--- config.mk ---
export PLATFORM = sky130hd
export DESIGN_NAME = rvga_mem_arbiter
export DESIGN_NICKNAME = d
export VERILOG_FILES = /design/src/rtl/rvga_mem_arbiter_pkg.sv /design/src/rtl/rvga_arb_port.sv /design/src/rtl/rvga_mem_arbiter.sv
export SDC_FILE = /design/constraint.sdc
export NUM_CORES = 1
export LEC_CHECK = 0
export ABC_AREA = 1
export CAP_MARGIN = 30
export CORE_ASPECT_RATIO = 0.75
export CORE_UTILIZATION = 31
export CTS_CLUSTER_DIAMETER = 50
export DETAILED_ROUTE_END_ITERATION = 10
export DONT_BUFFER_PORTS = 1
export PLACE_DENSITY = 0.42
export SLEW_MARGIN = 30
export SYNTH_ARGS = -nofsm -noshare
export SYNTH_HDL_FRONTEND = slang
export SYNTH_SLANG_ARGS = --single-unit
--- constraint.sdc ---
create_clock -name clk -period 3.6 [get_ports clk]
set_input_delay 0.36 -clock clk [delete_from_list [all_inputs] [get_ports clk]]
set_output_delay 0.36 -clock clk [all_outputs]
set_load 0.02 [all_outputs]
--- src/rtl/rvga_mem_arbiter_pkg.sv ---
// rtl/rvga_mem_arbiter_pkg.sv - shared types, FSM state codes and defaults for the memory arbiter
package rvga_mem_arbiter_pkg;

  typedef logic [31:0] rvga_word;

  localparam logic [1:0] ST_IDLE   = 2'd0;
  localparam logic [1:0] ST_I_BUSY = 2'd1;
  localparam logic [1:0] ST_D_BUSY = 2'd2;

  localparam bit DEFAULT_DATA_PRIORITY = 1'b1;

  // Writes return zero so a stale read value never leaks to the client.
  function automatic rvga_word capture_value(input logic is_read, input rvga_word data);
    return is_read ? data : '0;
  endfunction

endpackage

--- src/rtl/rvga_arb_port.sv ---
// rtl/rvga_arb_port.sv - per-port done flag, read-data capture and registered response
module rvga_arb_port
  import rvga_mem_arbiter_pkg::*;
(
  input  logic     clk,
  input  logic     rst_n,
  input  logic     active,
  input  logic     complete,
  input  logic     was_read,
  input  rvga_word mem_rdata,
  input  logic     release_all,
  output logic     pending,
  output logic     resp,
  output rvga_word rdata
);

  logic     done;
  rvga_word cap;

  always_ff @(posedge clk) begin
    if (!rst_n) begin
      done <= 1'b0;
      cap  <= '0;
    end else if (release_all || !active) begin
      done <= 1'b0;
      cap  <= '0;
    end else if (complete) begin
      done <= 1'b1;
      cap  <= capture_value(was_read, mem_rdata);
    end
  end

  // The done flag doubles as the response, so resp is a plain register output.
  assign pending = active & ~done;
  assign resp    = done;
  assign rdata   = cap;

endmodule

--- src/rtl/rvga_mem_arbiter.sv ---
// rtl/rvga_mem_arbiter.sv - arbitrates instruction and data ports onto one memory interface
module rvga_mem_arbiter
  import rvga_mem_arbiter_pkg::*;
#(
  parameter bit DATA_PRIORITY = DEFAULT_DATA_PRIORITY
) (
  input  logic     clk,
  input  logic     rst_n,
  input  rvga_word iddr_addr,
  input  rvga_word iddr_wdata,
  input  logic     iddr_read,
  input  logic     iddr_write,
  output rvga_word iddr_rdata,
  output logic     iddr_resp,
  input  rvga_word dddr_addr,
  input  rvga_word dddr_wdata,
  input  logic     dddr_read,
  input  logic     dddr_write,
  output rvga_word dddr_rdata,
  output logic     dddr_resp,
  output rvga_word mem_addr,
  output rvga_word mem_wdata,
  output logic     mem_read,
  output logic     mem_write,
  input  rvga_word mem_rdata,
  input  logic     mem_resp
);

  logic [1:0] state;
  logic       i_active, d_active;
  logic       i_pending, d_pending;
  logic       grant_i, grant_d;
  logic       release_all;

  assign i_active = iddr_read | iddr_write;
  assign d_active = dddr_read | dddr_write;

  assign grant_d = d_pending & (DATA_PRIORITY | ~i_pending);
  assign grant_i = i_pending & ~grant_d;

  // Both clients are released together once every requesting port holds its response.
  assign release_all = (i_active | d_active)
                     & (~i_active | iddr_resp)
                     & (~d_active | dddr_resp);

  always_ff @(posedge clk) begin
    if (!rst_n) begin
      state     <= ST_IDLE;
      mem_addr  <= '0;
      mem_wdata <= '0;
      mem_read  <= 1'b0;
      mem_write <= 1'b0;
    end else begin
      case (state)
        ST_IDLE: begin
          if (grant_d) begin
            state     <= ST_D_BUSY;
            mem_addr  <= dddr_addr;
            mem_wdata <= dddr_wdata;
            mem_write <= dddr_write;
            mem_read  <= dddr_read & ~dddr_write;
          end else if (grant_i) begin
            state     <= ST_I_BUSY;
            mem_addr  <= iddr_addr;
            mem_wdata <= iddr_wdata;
            mem_write <= iddr_write;
            mem_read  <= iddr_read & ~iddr_write;
          end
        end
        ST_I_BUSY, ST_D_BUSY: begin
          if (mem_resp) begin
            state     <= ST_IDLE;
            mem_read  <= 1'b0;
            mem_write <= 1'b0;
          end
        end
        default: state <= ST_IDLE;
      endcase
    end
  end

  rvga_arb_port u_iport (
    .clk         (clk),
    .rst_n       (rst_n),
    .active      (i_active),
    .complete    ((state == ST_I_BUSY) && mem_resp),
    .was_read    (mem_read),
    .mem_rdata   (mem_rdata),
    .release_all (release_all),
    .pending     (i_pending),
    .resp        (iddr_resp),
    .rdata       (iddr_rdata)
  );

  rvga_arb_port u_dport (
    .clk         (clk),
    .rst_n       (rst_n),
    .active      (d_active),
    .complete    ((state == ST_D_BUSY) && mem_resp),
    .was_read    (mem_read),
    .mem_rdata   (mem_rdata),
    .release_all (release_all),
    .pending     (d_pending),
    .resp        (dddr_resp),
    .rdata       (dddr_rdata)
  );

endmodule

## After elaboration in Yosys (flattened, before gate mapping)

Index checks and enable logic that the tools add are counted.

- Output and inout port bits: 132
- Register bits after elaboration: 134
- Word-level logic and storage cells: 64

- Eq/ne operators: 4
- Bitwise gates (word level): 20
- Multiplexer cells: 16
- Reduce and logical (&&, ||, !) cells: 15

Operators with widths:

| cell | number |
|---|---|
| $mux 32 | 5 |
| $not 1->1 | 8 |
| $and 1x1->1 | 7 |
| $mux 2 | 3 |
| $reduce_or 2->1 | 3 |
| $mux 1 | 5 |
| $or 1x1->1 | 5 |
| $pmux 1 s2 | 2 |
| $pmux 2 s2 | 1 |
| $reduce_and 2->1 | 2 |
| $reduce_bool 2->1 | 2 |
| $ne 3x3->1 const B | 1 |
| $reduce_and 3->1 | 1 |
| $eq 2x1->1 const B | 1 |
| $eq 2x2->1 const B | 1 |
| $logic_and 1x1->1 | 2 |
| $logic_not 1->1 | 2 |
| $logic_not 2->1 | 1 |
| $logic_or 1x1->1 | 2 |
| $ne 2x2->1 const B | 1 |

## Longest topological paths before layout

- Depth after elaboration: 7
- Gate-level depth with buffers: 10

## Cells and area by module

Synthesis repeated with hierarchy kept, for this count alone.

- Cells, all modules: 839
- Area, all modules: 6,053.3 µm²

By module, submodules not included:

| module | seq. area each (µm²) | instances | cells an instance | area each (µm²) |
|---|---|---|---|---|
| rvga_mem_arbiter | 1,361.3 | 1 | 541 | 3,390.8 |
| rvga_arb_port | 660.6 | 2 | 149 | 1,331.3 |

## Worst setup path before layout

OpenSTA, ideal clock, no wires.

- Kind: register to register
- From: reg state[0]
- To: reg u_dport.cap[14], in the netlist u_dport.rdata[14]
- Stages on the path, launching flop included: 9
- Required time: 3,484 ps
- Setup slack: 2,177 ps
- Arrival: 1,307 ps
- Cell sequence: dfxtp_1 -> inv_1 -> ha_1 -> nand2_1 -> buf_2 -> buf_1 -> nor3_1 -> a21oi_1 -> nor2_1

- Cells in the longest elaborated chain, start to end: 2

Ends and longest elaborated chain:

| element | line | source |
|---|---|---|
| from (decl) | rvga_mem_arbiter.sv:29 | `logic [1:0] state;` |
| from (signal assigned) | rvga_mem_arbiter.sv:48 | `state <= ST_IDLE;` |
| from (signal assigned) | rvga_mem_arbiter.sv:57 | `state <= ST_D_BUSY;` |
| from (signal assigned) | rvga_mem_arbiter.sv:63 | `state <= ST_I_BUSY;` |
| $eq 2x2->1 | rvga_mem_arbiter.sv:99 | `.complete ((state == ST_D_BUSY) && mem_resp),` |
| $logic_and 1x1->1 | rvga_mem_arbiter.sv:99 |  |
| to (signal assigned) | rvga_arb_port.sv:29 | `cap <= capture_value(was_read, mem_rdata);` |
| to (decl) | rvga_arb_port.sv:18 | `rvga_word cap;` |

No other way between the ends.
A chain may end at the register's enable or synchronous reset.

## Worst setup path in the final report

- From: reg u_dport.done, in the netlist u_dport.resp
- To: reg u_dport.done, in the netlist u_dport.resp

- Cells in the longest elaborated chain, start to end: 4

Ends and longest elaborated chain:

| element | line | source |
|---|---|---|
| from (decl) | rvga_arb_port.sv:17 | `logic done;` |
| from (signal assigned) | rvga_arb_port.sv:22 | `done <= 1'b0;` |
| from (signal assigned) | rvga_arb_port.sv:25 | `done <= 1'b0;` |
| from (signal assigned) | rvga_arb_port.sv:28 | `done <= 1'b1;` |
| $or 1x1->1 | rvga_mem_arbiter.sv:44 | `& (~d_active \| dddr_resp);` |
| $and 1x1->1 | rvga_mem_arbiter.sv:44 |  |
| $logic_or 1x1->1 | rvga_arb_port.sv:24 | `end else if (release_all \|\| !active) begin` |
| $reduce_or 2->1 (no source line) | - |  |

No other way between the ends.

==> results_dict.tcl <==
set metrics [dict create \
    outcome "complete, no violations" \
    vias 5141 \
    drv_cap 0 \
    num_rows 43 \
    grt_pass1_wl_mm 25.8 \
    tns_ps 0 \
    ys_seq_area_share_pct 46.1 \
    cp_slowest_cell "dfxtp_1" \
    cts_buffers 17 \
    dr.pass1.iters 4 \
    core_area_sq_um 18500 \
    initial_utilization_pct 31.6 \
    cts.sinks 134 \
    clk_pin_slew_ps 60 \
    min_from "rst_n" \
    path_cells "inv_2 > o21ai_4 > buf_4 > nand3_1 > nand3b_1 > buf_4 > a21oi_1" \
    setup_viol 0 \
    mostFrequentLayoutCells "nand2_1, nor2_1, dfxtp_1, a21oi_1, nor3_1" \
    reg2reg_depth 7 \
    r2r-end "u_dport.resp$_SDFFE_PP0P_" \
    area_growth_syn_to_layout_pct 10.6 \
    synth_top_area_share_pct 46.1 \
    min_delay_path_depth 2 \
    grt_pass1_vias 4958 \
    drive_gt1_share_pct 5.46 \
    syn_nets 1037 \
    crit_path_frequent_cell "buf_4" \
    globalplace.congestion 0.870 \
    worstSetupPathType "reg2reg" \
    diodes 0 \
    netlist_instances 867 \
    n_fill_cell 1985 \
    p_sw_share_pct 33.2 \
    cpPeakStageDelay_ps 580 \
    first_iter_violations 294 \
    wl_per_cell_microns 15.1 \
    p_int_w 0.00274 \
    place_hpwl_mm 11.5 \
    grt_setup_unrepaired "false" \
    ctsHoldBuffers 0 \
    grtUsageTotal_pct 16.9 \
    rr_startpoint "u_dport.resp$_SDFFE_PP0P_" \
    post_cts_buffers 0 \
    timing.fmax_mhz 453 \
    numPortBuffers 0 \
    crit_buf_inv 3 \
    r2r_slack_ps 1390 \
    power_switching_w 0.00136 \
    nets 1000 \
    fin_worst_skew_ps 10.7 \
    die_w_microns 160 \
    cts-htree-levels 4 \
    antenna_found_initial 0 \
    hold_path.class "in2reg" \
    peakVddDrop_mv 0.285 \
    ys_ff_latch 134 \
    cts_resized 0 \
    critical_path.max_fanout 67 \
    syn_area_per_cell_sq_um 6.72 \
    wirelength_mm 16.4 \
    min_period_ps 2210 \
    worst_setup_path_end_kind "register" \
    tightest_slew_ps 670 \
    grt_max_degree 70 \
    ys_warn_count 0 \
    die_height_microns 121 \
    p_clk_share_pct 39.8 \
    syn_area_sq_um 5820 \
    gr-total-overflow 0 \
    startpoint_type "register" \
    p_leak_nw 2.85 \
    p_comb_share_pct 14.0 \
    clockRootBuffer "clkbuf_16" \
    crit_arrival_ps 2480 \
    synth.distinct_cells 22 \
    p_seq_share_pct 46.3 \
    hold_end "mem_write$_SDFFE_PN0P_" \
    cpLargestDelayFamily "buffers and inverters" \
    cp.required_ps 3870 \
    io_pins 299 \
    preCtsSetupSlack_ps 1350 \
    cts_buffer_depth 2 \
    dieArea_sq_um 19300 \
    remaining_drc_errors 0 \
    hold_viol 0 \
    via_per_inst 4.72 \
    yosys-top-cells-area "dfxtp_1, nand2_1, nor2_1" \
    final_common_cell "nand2_1" \
    finalCritPeriodShare_pct 61.4 \
    clk_latency_ps 410 \
    holdWs_ps 79.8 \
    synth_top_area_cell "dfxtp_1" \
    slew_violations 0 \
    slew_headroom_pct 55.3 \
    antenna_left 0 \
    worst_slack_ps 1390 \
    cellPowerDensity_nw_per_um2 637 \
    cts_tree "built" \
]
[flip-flops by register name, indices dropped and copies added (netlist names)]
| signal | count |
|---|---|
| u_iport.resp | 1 |
| u_dport.rdata | 32 |
| mem_addr | 32 |
| u_dport.resp | 1 |
| state | 2 |
| mem_wdata | 32 |
| mem_read | 1 |
| u_iport.rdata | 32 |
| mem_write | 1 |
[how the worst max path moves through the flow]
| stage | endpoint | cells after the start | from | slack (ps) |
|---|---|---|---|---|
| floorplan | u_dport.rdata[14]$_SDFFE_PP0P_ | 8 | state[0]$_SDFFE_PN0P_ | 2180 |
| global placement | u_dport.resp$_SDFFE_PP0P_ | 7 | u_dport.resp$_SDFFE_PP0P_ | 1400 |
| detailed placement | u_dport.rdata[9]$_SDFFE_PP0P_ | 7 | u_dport.resp$_SDFFE_PP0P_ | 1350 |
| CTS | u_dport.resp$_SDFFE_PP0P_ | 7 | u_dport.resp$_SDFFE_PP0P_ | 1340 |
| global route | u_dport.rdata[9]$_SDFFE_PP0P_ | 7 | u_dport.resp$_SDFFE_PP0P_ | 1150 |
| finish | u_dport.resp$_SDFFE_PP0P_ | 7 | u_dport.resp$_SDFFE_PP0P_ | 1390 |
[cell usage after synthesis (all sizes together)]
library cell and instances:
nand2 215, nor2 200, dfxtp 134, a21oi 68, o21ai 65, nor3 64, inv 46, buf 44
clkbuf 17, nand3 8, ha 3, nand3b 1, nand4 1, or2 1
[routing by layer]
layer	GRT usage [%]	vias to the layer above	wire [microns]
li1	-	2659	-
met1	19.1	2271	6810
met2	27.5	186	7410
met3	7.86	25	1760
met4	7.32	0	445
met5	0	-	0
[through the flow]
step                total power, W  instances  utilization, %  instance area [sq um]
floorplan                  0.00240        867               -                   5820
global placement           0.00250       1058            31.8                   5870
detailed placement         0.00252       1058            31.9                   5880
CTS                        0.00418       1090            34.9                   6440
global route               0.00434       1090            34.9                   6440
finish                     0.00411       1090            34.9                   6440
[logic make-up after synthesis]
group / synth area share (%)
and+or+nand+nor: 33.3
buffers and inverters: 8.49
AOI/OAI and AO/OA: 11.5
adders and majority gates: 0.645
DFF: 46.1
[final cells by class]
class                   instances  area [sq um]  share of cell area [%]
clock buffers                  18           429                    6.66
flip-flops and latches        134          2680                    41.6
well taps                     247           309                    4.80
inverters                      46           178                    2.76
multi-input cells             626          2680                    41.6
clock inverters                14           128                    1.98
repair buffers                  5          37.5                   0.583
[power groups by stage]
stage | Sequential (W) | Combinational [W] | Clock, W
finish | 0.00190 | 0.000573 | 0.00163
global route | 0.00192 | 0.000673 | 0.00175
CTS | 0.00191 | 0.000586 | 0.00169
detailed placement | 0.00194 | 0.000586 | 0
global placement | 0.00194 | 0.000566 | 0
floorplan | 0.00189 | 0.000515 | 0
No activity file was read; power rests on OpenSTA's default activity.
